[src/rtl/cache_responder.sv]
// rtl/cache_responder.sv - direct-mapped read-only word cache answering processor fetches, refilling from memory
// Define CACHE_STATS_EN for saturating hit/miss counters; without it both counter ports read as zero.
module cache_responder #(
   parameter int ADDR_W  = 32,
   parameter int DATA_W  = 32,
   parameter int INDEX_W = 4,
   parameter int CNT_W   = 16
) (
   input  logic              clk,
   input  logic              rst,
   input  logic [ADDR_W-1:0] addr,
   output logic [DATA_W-1:0] data,
   output logic              rvalid,
   input  logic              flush,
   output logic              mem_req,
   output logic [ADDR_W-1:0] mem_addr,
   input  logic              mem_rvalid,
   input  logic [DATA_W-1:0] mem_rdata,
   output logic [CNT_W-1:0]  hit_cnt,
   output logic [CNT_W-1:0]  miss_cnt
);
   localparam int TAG_W = ADDR_W - INDEX_W - 2;
   localparam int LINES = 1 << INDEX_W;

   typedef enum logic [1:0] {S_LOOKUP, S_COMPARE, S_WAIT, S_RESP} state_t;

   state_t             state_q, state_d;
   logic [ADDR_W-3:0]  req_word_q, req_word_d;
   logic [LINES-1:0]   valid_q, valid_d;
   logic [DATA_W-1:0]  data_q, data_d;
   logic               rvalid_q, rvalid_d;
   logic               mem_req_q, mem_req_d;
   logic [ADDR_W-1:0]  mem_addr_q, mem_addr_d;
   logic               flush_pend_q, flush_pend_d;
   logic [TAG_W-1:0]   tag_mem [LINES];
   logic [DATA_W-1:0]  data_mem [LINES];
   logic [INDEX_W-1:0] req_idx;
   logic [TAG_W-1:0]   req_tag;
   logic               hit;
   logic               line_wr;
   logic               unused_addr_lsbs;

   assign unused_addr_lsbs = ^addr[1:0];
   assign req_idx = req_word_q[INDEX_W-1:0];
   assign req_tag = req_word_q[ADDR_W-3:INDEX_W];
   assign hit     = valid_q[req_idx] && (tag_mem[req_idx] == req_tag);

   always_comb begin
      state_d      = state_q;
      req_word_d   = req_word_q;
      valid_d      = valid_q;
      data_d       = data_q;
      rvalid_d     = 1'b0;
      mem_req_d    = 1'b0;
      mem_addr_d   = mem_addr_q;
      flush_pend_d = flush_pend_q | flush;
      line_wr      = 1'b0;
      case (state_q)
         S_LOOKUP: begin
            // A flush seen mid-access is remembered so it also kills the line just refilled.
            if (flush || flush_pend_q) begin
               valid_d      = '0;
               flush_pend_d = 1'b0;
            end else begin
               req_word_d = addr[ADDR_W-1:2];
               state_d    = S_COMPARE;
            end
         end
         S_COMPARE: begin
            if (hit) begin
               data_d   = data_mem[req_idx];
               rvalid_d = 1'b1;
               state_d  = S_RESP;
            end else begin
               mem_addr_d = {req_word_q, 2'b00};
               mem_req_d  = 1'b1;
               state_d    = S_WAIT;
            end
         end
         S_WAIT: begin
            if (mem_rvalid) begin
               line_wr          = 1'b1;
               valid_d[req_idx] = 1'b1;
               data_d           = mem_rdata;
               rvalid_d         = 1'b1;
               state_d          = S_RESP;
            end
         end
         default: state_d = S_LOOKUP;
      endcase
   end

   always_ff @(posedge clk) begin
      if (rst) begin
         state_q      <= S_LOOKUP;
         req_word_q   <= '0;
         valid_q      <= '0;
         data_q       <= '0;
         rvalid_q     <= 1'b0;
         mem_req_q    <= 1'b0;
         mem_addr_q   <= '0;
         flush_pend_q <= 1'b0;
      end else begin
         state_q      <= state_d;
         req_word_q   <= req_word_d;
         valid_q      <= valid_d;
         data_q       <= data_d;
         rvalid_q     <= rvalid_d;
         mem_req_q    <= mem_req_d;
         mem_addr_q   <= mem_addr_d;
         flush_pend_q <= flush_pend_d;
      end
   end

   always_ff @(posedge clk) begin
      if (line_wr) begin
         tag_mem[req_idx]  <= req_tag;
         data_mem[req_idx] <= mem_rdata;
      end
   end

   assign data     = data_q;
   assign rvalid   = rvalid_q;
   assign mem_req  = mem_req_q;
   assign mem_addr = mem_addr_q;

`ifdef CACHE_STATS_EN
   logic [CNT_W-1:0] hit_cnt_q, hit_cnt_d;
   logic [CNT_W-1:0] miss_cnt_q, miss_cnt_d;

   always_comb begin
      hit_cnt_d  = hit_cnt_q;
      miss_cnt_d = miss_cnt_q;
      if (state_q == S_COMPARE) begin
         if (hit && (hit_cnt_q != '1))
            hit_cnt_d = hit_cnt_q + CNT_W'(1);
         if (!hit && (miss_cnt_q != '1))
            miss_cnt_d = miss_cnt_q + CNT_W'(1);
      end
   end

   always_ff @(posedge clk) begin
      if (rst) begin
         hit_cnt_q  <= '0;
         miss_cnt_q <= '0;
      end else begin
         hit_cnt_q  <= hit_cnt_d;
         miss_cnt_q <= miss_cnt_d;
      end
   end

   assign hit_cnt  = hit_cnt_q;
   assign miss_cnt = miss_cnt_q;
`else
   assign hit_cnt  = '0;
   assign miss_cnt = '0;
`endif

endmodule

[config.mk]
export PLATFORM = sky130hd
export DESIGN_NAME = cache_responder
export DESIGN_NICKNAME = d
export VERILOG_FILES = /design/src/rtl/cache_responder.sv
export SDC_FILE = /design/constraint.sdc
export NUM_CORES = 1
export LEC_CHECK = 0
export ABC_AREA = 0
export BUFFER_PORTS_ARGS = -buffer_cell sky130_fd_sc_hd__buf_2
export CAP_MARGIN = 5
export CORE_MARGIN = 3
export CORE_UTILIZATION = 45
export CTS_CLUSTER_SIZE = 8
export DETAILED_ROUTE_END_ITERATION = 6
export GPL_TIMING_DRIVEN = 0
export PLACE_DENSITY_LB_ADDON = 0.08
export SETUP_SLACK_MARGIN = 0.5
export SYNTH_ARGS = -nofsm -noshare
export SYNTH_HDL_FRONTEND = slang
export SYNTH_SLANG_ARGS = --single-unit
[constraint.sdc]
create_clock -name clk -period 8.8 [get_ports clk]
set_input_delay 0.44 -clock clk [delete_from_list [all_inputs] [get_ports clk]]
set_output_delay 0.44 -clock clk [all_outputs]
set_load 0.01 [all_outputs]
Word-level counts from Yosys, hierarchy flattened
Memory sizes are Yosys's and may differ from the RTL's. A register that Yosys moved wholly into a read port is not among the register bits.
Index checks and enable logic that the tools add are counted.
Word-level totals
  register bits after elaboration: 113
  bits in writable memories: 928
  input bits: 68
  output and inout port bits: 98
  logic and storage cells: 63
  memories kept: 2
Memory list
  data_mem: words 16, width 32, rd ports 1, clocked after Yosys merged registers in 1, wr ports 1, line 36  | logic [DATA_W-1:0] data_mem [LINES];
  tag_mem: words 16, width 26, rd ports 1, clocked after Yosys merged registers in 1, wr ports 1, line 35  | logic [TAG_W-1:0] tag_mem [LINES];
Cells by class
  magnitude comparators: 2
  eq/ne operators: 7
  muxes and demuxes: 27
  bitwise operators: 5
  reductions and logical operators: 12
Operators by type and width (count)
  2-to-1 mux 32 bit: 2
  case mux 32 bit (2 select lines): 1
  2-to-1 mux 16 bit: 2
  case mux 16 bit (2 select lines): 1
  equality test 26 bit: 1
  2-to-1 mux 4 bit: 4
  bitwise OR 16 bit: 1
  2-to-1 mux 1 bit: 11
  != test 2 bit, second input constant: 4
  case mux 2 bit (3 select lines): 1
  AND reduction 2 bit: 3
  AND reduction 3 bit: 2
  < comparator 4 x 5 -> 1 bit, second input constant: 1
  binary-select mux 1 bit (select 4 bit): 1
  demux 1 bit (select 4 bit): 1
  greater-or-equal comparator 4 x 1 -> 1 bit, second input constant: 1
  2-to-1 mux 2 bit: 2
  nonzero test 2 bit: 2
  inverter 1 bit: 3
  equality test 2 x 1 -> 1 bit, second input constant: 1
  equality test 2 bit, second input constant: 1
  logical AND 1 bit: 2
  logical NOT 2 bit: 1
  case mux 1 bit (2 select lines): 1
  other kinds (3): 3

Depth between registers and ports, before layout
Gate-level depths: netlist of run 1.
  word-level depth: 7
  gate-level depth with buffers: 15

Worst setup path after synthesis of run 1
No wires, ideal clock.
  path kind: register to register
  from: reg state_q[0]
  to: mem data_mem[1][0] (enable)
  arrival: 5.239 ns
  data required time: 8.255 ns
  slack: 3.016 ns
  stages on the path, launching flop included: 7
  path buffers: 2
  period minus slack after synthesis: 5.784 ns
  path through: dfxtp_1 -> inv_1 -> ha_1 -> clkbuf_1 -> clkbuf_1 -> nand4b_1 -> nor3_1
On the way
  cells in the longest elaborated chain, start to end: 4
RTL lines
  start, declared: line 27  | state_t state_q, state_d;
  start signal, assigned: line 104  | state_q <= state_d;
  equality test 2 bit: line 58  | case (state_q)
  2-to-1 mux 1 bit: line 58
  2-to-1 mux 1 bit: line 116  | if (line_wr) begin
  2-to-1 mux 1 bit (implied by the code): line 118  | data_mem[req_idx] <= mem_rdata;
  end, declared: line 36
No other way between the ends.

==> run_results.csv, run 1 <==
group,metric,value,unit
timing,relSlewSlack,0.111,
critical_path,register_to_register_path_setup_slack,3.21,ns
drt,total_wirelength,125000,um
die,initial_core_util,0.457,
critical_path,worst_setup_path_end_kind,"flop",
die,fp-row-count,112,
drt,drc_errors,2,
die,dieArea,0.0990,mm^2
die,dieWidth,315,um
synthesis,synthesis.area,0.0429,mm^2
drt,postRouteAntennaNets,0,
synthesis,synth_top_flop_cell,"edfxtp_1",
synthesis,synthDistinctLibCells,69,
power_and_ir_drop,worst_ir_drop_vdd,0.000205,V
global_route,antenna_found_initial,10,
cts,clkSinkCount,1045,
timing,setup-violations-final,0,
status,status,"finished with violations",
die,core_area,0.0939,mm^2
synthesis,synthDominantAreaCellType,"edfxtp_1",
drt,vias_per_cell,5.95,
status,violated_checks,"DRC",
cts,cts-htree-levels,4,
drt,drt_iter0_drc,2920,
global_route,via_count_of_the_first_global_routing_pass,25799,
timing,timing.final.crit_period,5.59,ns
cells_and_area,mostFrequentLayoutCell,"edfxtp_1",
power_and_ir_drop,pwr_density_cell,259,mW/mm^2
power_and_ir_drop,power.leakage,0.0168,uW
timing,finalCritPeriodShare,0.635,
synthesis,syn-instance-count,2493,
timing,pin_slew_with_the_least_headroom_to_its_limit,1.33,ns
synthesis,synth_warnings,0,
synthesis,postSynthAreaPerCell,17.2,um^2
drt,drt_pass_1_iters,7,
die,floorplan.io_pins,166,
timing,clock-skew-final,0.0230,ns
synthesis,synth-edff-count,928,
run,maxCapViolations,0,
cts,tritoncts_clock_tree,"yes",
cells_and_area,final_layout_size_suffix_gt1_frac,0.247,
cells_and_area,final-instance-count-excl-fill,4260,
global_route,globalRoute.totalOverflow,0,
min_path,hold_path_class,"primary input to flop",
timing,final.setup.tns,0,ns
global_route,global_route_wire_length_before_repair,180000,um
critical_path,critPathMaxFanout,10,
place,numPortBuffers,128,
critical_path,worst_ep_arrival_time,6.18,ns
global_route,grt_start_max_net_pins,25,
place,post-dp-hpwl,84300,um
cells_and_area,flow.area_growth_from_synthesis,19.3,%
critical_path,worst-endpoint-required,9.40,ns
synthesis,flip_flop_and_latch_count_after_synthesis,1045,
cells_and_area,most_used_cells_in_the_layout_excluding_fill_and_tap_cells,"928 x edfxtp_1, 254 x mux4_2, 217 x nand2_1",
timing,finalMaxSlewViolations,0,
die,die_height,315,um
cts,clock_latency,0.73,ns
critical_path,critical_path_class,"flop to flop",
cells_and_area,num-fill-cells,7413,
cts,cts-buffers-inserted,148,
timing,hold_slack,0.0935,ns
timing,grt_setup_unrepaired,"false",
cts,postCtsResizedCells,0,
place,place.gp.congestion,0.869,
cells_and_area,layout.nets,2980,
cts,number_of_buffers_between_clock_root_and_the_deepest_sink,3,
synthesis,post-synth-top-area-fraction,0.650,
drt,vias,25347,
synthesis,synth-seq-area-share,0.704,
cts,cts_root_buf,"clkbuf_16",
timing,report.final.hold_viol_count,0,
synthesis,async_flop_share,0,
place,cell_count_after_placement,3982,
drt,avgRoutedWirePerCell,29.3,um
critical_path,worst_setup_path_start_kind,"flop",
timing,clock.fmax,179,MHz
synthesis,netlist_top_cells_area,"edfxtp_1 65%, mux4_2 13%, dfxtp_1 5.5%, nand2_1 1.9%, mux2i_1 1.3%",
global_route,groute.usage.overall,0.255,
cts,cts.clk_slew.worst_paths,0.05,ns
==> metal layers <==
layer	share of wire	GRT usage
met2	0.48	0.410
met1	0.40	0.343
met4	0.034	0.0942
met5	0.00043	0
met3	0.085	0.0561
==> synthesized netlist by cell type, types with 32 or more instances <==
master     instances
o21ai_0           50
a21oi_1           80
nor2_1            56
buf_4             44
or3_1             43
mux4_2           254
clkbuf_1         109
a2bb2oi_1         32
nand3_1           36
nand2_1          217
nand2b_1          36
o211ai_1          36
inv_1             68
dfxtp_1          117
o221ai_1          33
buf_2             35
edfxtp_1         928
mux2i_1           56
==> state kept, by name (all words and copies together), names as in the netlist, named ones only <==
name          flops
data             32
data_mem        512
flush_pend_q      1
mem_addr         30
mem_req           1
req_word_q       30
rvalid            1
state_q           2
tag_mem         416
valid_q          16
==> worst max-delay path: stages, from the launching register on <==
cell	delay [ns]
dfxtp_1	0.34
buf_2	0.25
inv_1	0.32
buf_1	0.87
buf_1	1.05
nand4_1	0.19
a22o_1	0.34
nor3_2	0.87
clkbuf_1	0.65
o32ai_1	0.20
or3_1	0.35
==> stage by stage <==
stage                      util  power [uW]  instance area (um^2)  worst slack, ns
after detailed placement  0.496        8070                 46600             3.34
after global routing      0.545       13700                 51200             3.11
final                     0.545       13200                 51200             3.21
after CTS                 0.545       13300                 51200             3.33
after floorplan               -        7210                 43000             3.02
after global placement    0.482        8010                 45200            -3.37
==> where the power goes <==
group          switching [uW]  total [uW]  leakage [uW]  internal, uW
registers                 212        5820       0.00938          5600
logic                    1330        2180       0.00534           852
clock network            2050        5250       0.00205          3210
total                    3590       13200        0.0168          9660
==> area by class of cell <==
cell class,count,area [um^2],area share
diodes,5,12.5,0.000245
plain buffers,210,1060,0.0207
clock inverters,8,111,0.00218
inverters,69,259,0.00506
well taps,1254,1570,0.0307
clock buffers,235,4160,0.0813
multi-input cells,1202,11600,0.227
flip-flops and latches,1045,30200,0.590
repair buffers,232,2200,0.0429
==> final timing paths <==
path | startpoint | endpoint | cells after the start
max | flop | mem_addr[28]$_SDFFE_PP0P_ | 10
max reg2reg | flop | mem_addr[28]$_SDFFE_PP0P_ | 10
min reg2reg | valid_q[7]$_SDFFE_PP0P_ | valid_q[7]$_SDFFE_PP0P_ | 2
min | addr[24] | req_word_q[22]$_SDFFE_PP0P_ | 3
==> what timing repair did <==
item                      in CTS  in global routing
buffers inserted               0                  0
hold buffers                  30                  0
hold endpoints to repair      34                  0
==> cell families (layout without fill, tap and decap cells) <==
family                   Yosys count  after routing  share of synthesized area
XOR/XNOR                          22             22                    0.00449
adder cells (fa/ha/maj)            4              4                    0.00117
other                              1             39                  0.0000874
AO/OA/AOI/OAI                    312            312                     0.0509
flip-flops                      1045           1045                      0.704
AND/OR/NAND/NOR                  513            513                     0.0598
multiplexers                     317            317                      0.148
buffers and inverters            279            754                     0.0307
No activity file was read; power rests on OpenSTA's default activity.
==> inputs of run 2 (changes only) <==
ABC_AREA = 1   (was 0)
clock period = 4.6 ns   (was 8.8 ns; I/O delays follow)
==> run_results.csv, run 2 <==
group,metric,value,unit
cells_and_area,final_layout_size_suffix_gt1_frac,0.136,
synthesis,synth_top_flop_cell,"edfxtp_1",
global_route,via_count_of_the_first_global_routing_pass,29703,
global_route,global_route_wire_length_before_repair,210000,um
timing,timing.final.crit_period,4.03,ns
die,die_height,312,um
status,status,"complete, no violations",
synthesis,synthTopCellsByCount,"928 x edfxtp_1, 561 x nand2_1, 519 x nor2_1, 375 x o21ai_0, 317 x nand3_1",
cts,cts_root_buf,"clkbuf_16",
global_route,grt_start_max_net_pins,21,
cells_and_area,num-fill-cells,7870,
drt,drt_iter0_drc,3898,
synthesis,synth-seq-area-share,0.715,
drt,drc_errors,0,
drt,vias_per_cell,5.62,
global_route,antenna_found_initial,4,
place,post-dp-hpwl,99500,um
synthesis,flip_flop_and_latch_count_after_synthesis,1045,
cells_and_area,footprint_of_the_flip_flops_and_latches,0.0302,mm^2
min_path,timing.hold.worst_path_depth,4,
synthesis,synth-edff-count,928,
cells_and_area,final_core_util,0.555,
synthesis,synthDistinctLibCells,29,
die,dieArea,0.0976,mm^2
timing,relSlewSlack,0.211,
timing,finalCritPeriodShare,0.876,
power_and_ir_drop,pwr_density_cell,594,mW/mm^2
drt,avgRoutedWirePerCell,26.7,um
synthesis,synthMostInstantiatedCell,"edfxtp_1",
place,place.gp.congestion,0.856,
critical_path,worst-endpoint-required,5.23,ns
cts,clock_latency,0.74,ns
drt,drt_pass_1_iters,6,
critical_path,register_to_register_path_setup_slack,0.57,ns
cells_and_area,registers.top_by_ff_count,"data_mem",
synthesis,synth_warnings,0,
power_and_ir_drop,worst_ir_drop_vdd,0.000401,V
power_and_ir_drop,power.leakage,0.0189,uW
synthesis,synthDominantAreaCellType,"edfxtp_1",
synthesis,syn-instance-count,3644,
synthesis,postSynthAreaPerCell,11.6,um^2
critical_path,capturing_point_of_the_worst_reg2reg_path,"data[19]$_SDFFE_PP0P_",
min_path,min-delay-start,"addr[18]",
critical_path,critical_path_class,"flop to flop",
timing,finalMaxSlewViolations,0,
cells_and_area,most_used_cells_in_the_layout_excluding_fill_and_tap_cells,"928 x edfxtp_1, 561 x nand2_1, 519 x nor2_1",
place,numPortBuffers,129,
drt,vias,30899,
timing,clock-skew-final,0.0232,ns
critical_path,critPathMaxFanout,10,
die,fp-row-count,111,
die,core_area,0.0924,mm^2
timing,pin_slew_with_the_least_headroom_to_its_limit,1.18,ns
min_path,hold_path_class,"primary input to flop",
cells_and_area,mostFrequentLayoutCell,"edfxtp_1",
die,initial_core_util,0.457,
cts,clkSinkCount,1045,
timing,clock.fmax,248,MHz
place,dp_worst_setup_slack,0.370,ns
timing,grt_setup_unrepaired,"true",
cts,cts-buffers-inserted,148,
critical_path,rr_worst_depth,17,
timing,report.final.hold_viol_count,0,
synthesis,netlist_top_cells_area,"edfxtp_1 66%, dfxtp_1 5.5%, nand2_1 5.0%, nor2_1 4.6%, o21ai_0 4.4%",
power_and_ir_drop,totalPowerFinal,30400,uW
global_route,groute.usage.overall,0.297,
global_route,globalRoute.totalOverflow,0,
cts,cts.clk_slew.worst_paths,0.05,ns
cells_and_area,max_reg_flops,512,
cells_and_area,layout.nets,4232,
min_path,hold_path_end,"req_word_q[16]$_SDFFE_PP0P_",
cts,post-cts-setup-buffers,0,
die,floorplan.io_pins,166,
critical_path,worst_ep_arrival_time,4.65,ns
cts,tritoncts_clock_tree,"yes",
drt,total_wirelength,147000,um
synthesis,synthesis.area,0.0422,mm^2
cells_and_area,multi_input_area,0.0101,mm^2
critical_path,worst_setup_path_start_kind,"flop",
die,dieWidth,312,um
timing,setup-violations-final,0,
timing,hold_slack,0.266,ns
synthesis,post-synth-top-area-fraction,0.660,
run,maxCapViolations,0,
cts,number_of_buffers_between_clock_root_and_the_deepest_sink,3,
synthesis,async_flop_share,0,
critical_path,worst_setup_path_end_kind,"flop",
timing,final.setup.worst_slack,0.571,ns
cells_and_area,flow.area_growth_from_synthesis,21.2,%
drt,postRouteAntennaNets,0,
cts,cts-htree-levels,4,
-- run 2: cell count changes after synthesis, sizes merged, moves of 43 or more --
cell	before	now
o221ai	33	104
mux4	254	0
inv	68	206
o21ai	51	423
nor2	56	519
nand2	217	562
nand3	36	317
mux2i	56	8
or3	43	0
-- run 2: how the worst max path moves through the flow --
| stage | from | endpoint | slack (ns) | depth (start not counted) |
|---|---|---|---|---|
| 6_report | flop | data[19]$_SDFFE_PP0P_ | 0.57 | 17 |
| 3_3_place_gp | state_q[0]$_SDFFE_PP0P_ | data_mem[13][14]$_DFFE_PP_ | -8.16 | 6 |
| 3_5_place_dp | flop | mem_addr[6]$_SDFFE_PP0P_ | 0.37 | 18 |
| 2_1_floorplan | state_q[0]$_SDFFE_PP0P_ | data_mem[13][0]$_DFFE_PP_ | -1.22 | 6 |
| 5_1_grt | flop | data[28]$_SDFFE_PP0P_ | 0.49 | 18 |
| 4_1_cts | flop | data[4]$_SDFFE_PP0P_ | 0.51 | 12 |
-- run 2: metrics by stage --
| step | cells | setup TNS [ns] | cell area [um^2] |
|---|---|---|---|
| 2_1_floorplan | 3677 | -1028.51 | 42400 |
| 3_3_place_gp | 5049 | -6908.25 | 44600 |
| 3_5_place_dp | 5187 | 0 | 46200 |
| 4_1_cts | 5498 | 0 | 51200 |
| 5_1_grt | 5498 | 0 | 51200 |
| 6_report | 5500 | 0 | 51200 |
-- run 2: power breakdown --
part | internal [uW] | switching, uW
combinational | 2370 | 6230
sequential | 11200 | 565
clock | 6100 | 4020
total | 19600 | 10800
-- run 2: cells by family after synthesis --
| kind of cell | after synthesis | synth area share |
|---|---|---|
| fa+ha+maj | 4 | 0.00118 |
| buf+inv | 476 | 0.0514 |
| mux | 8 | 0.00190 |
| compound gates | 689 | 0.0939 |
| flops | 1045 | 0.715 |
| other cells | 1 | 0.0000888 |
| simple gates | 1421 | 0.137 |
-- run 2: cell type report --
class,count,area share
inverters,206,0.0151
plain buffers,270,0.0281
multi-input cells,2156,0.197
clock inverters,10,0.00242
diodes,2,0.0000977
well taps,1243,0.0304
flip-flops and latches,1045,0.590
repair buffers,333,0.0567
clock buffers,235,0.0808
-- run 2: worst max-delay path, stage by stage, from the launching register on --
cell	delay, ns
dfxtp_1	0.30
buf_2	0.19
inv_2	0.29
buf_1	0.76
nand3_1	0.21
nand3_1	0.14
nand3_1	0.09
nand2_1	0.08
nand2_1	0.10
nor2_1	0.11
nand2_1	0.17
nor2_1	0.29
nand2_1	0.11
nand2_2	0.16
nand2_1	0.30
buf_2	0.36
nor2_1	0.17
nor2_1	0.06
-- run 2: repair_timing --
item	in CTS	in global routing
endpoints found under the hold margin	550	0
resized for setup	5	35
pin swaps	0	0
setup endpoints to repair	13	44
hold buffers	66	0
-- run 2: layer usage --
metal | vias to the layer above | global-route usage | routed length, um
met5 | - | 0 | 22
li1 | 13883 | - | -
met3 | 335 | 0.0501 | 12100
met4 | 4 | 0.128 | 6390
met2 | 1564 | 0.483 | 69400
met1 | 15113 | 0.396 | 58800
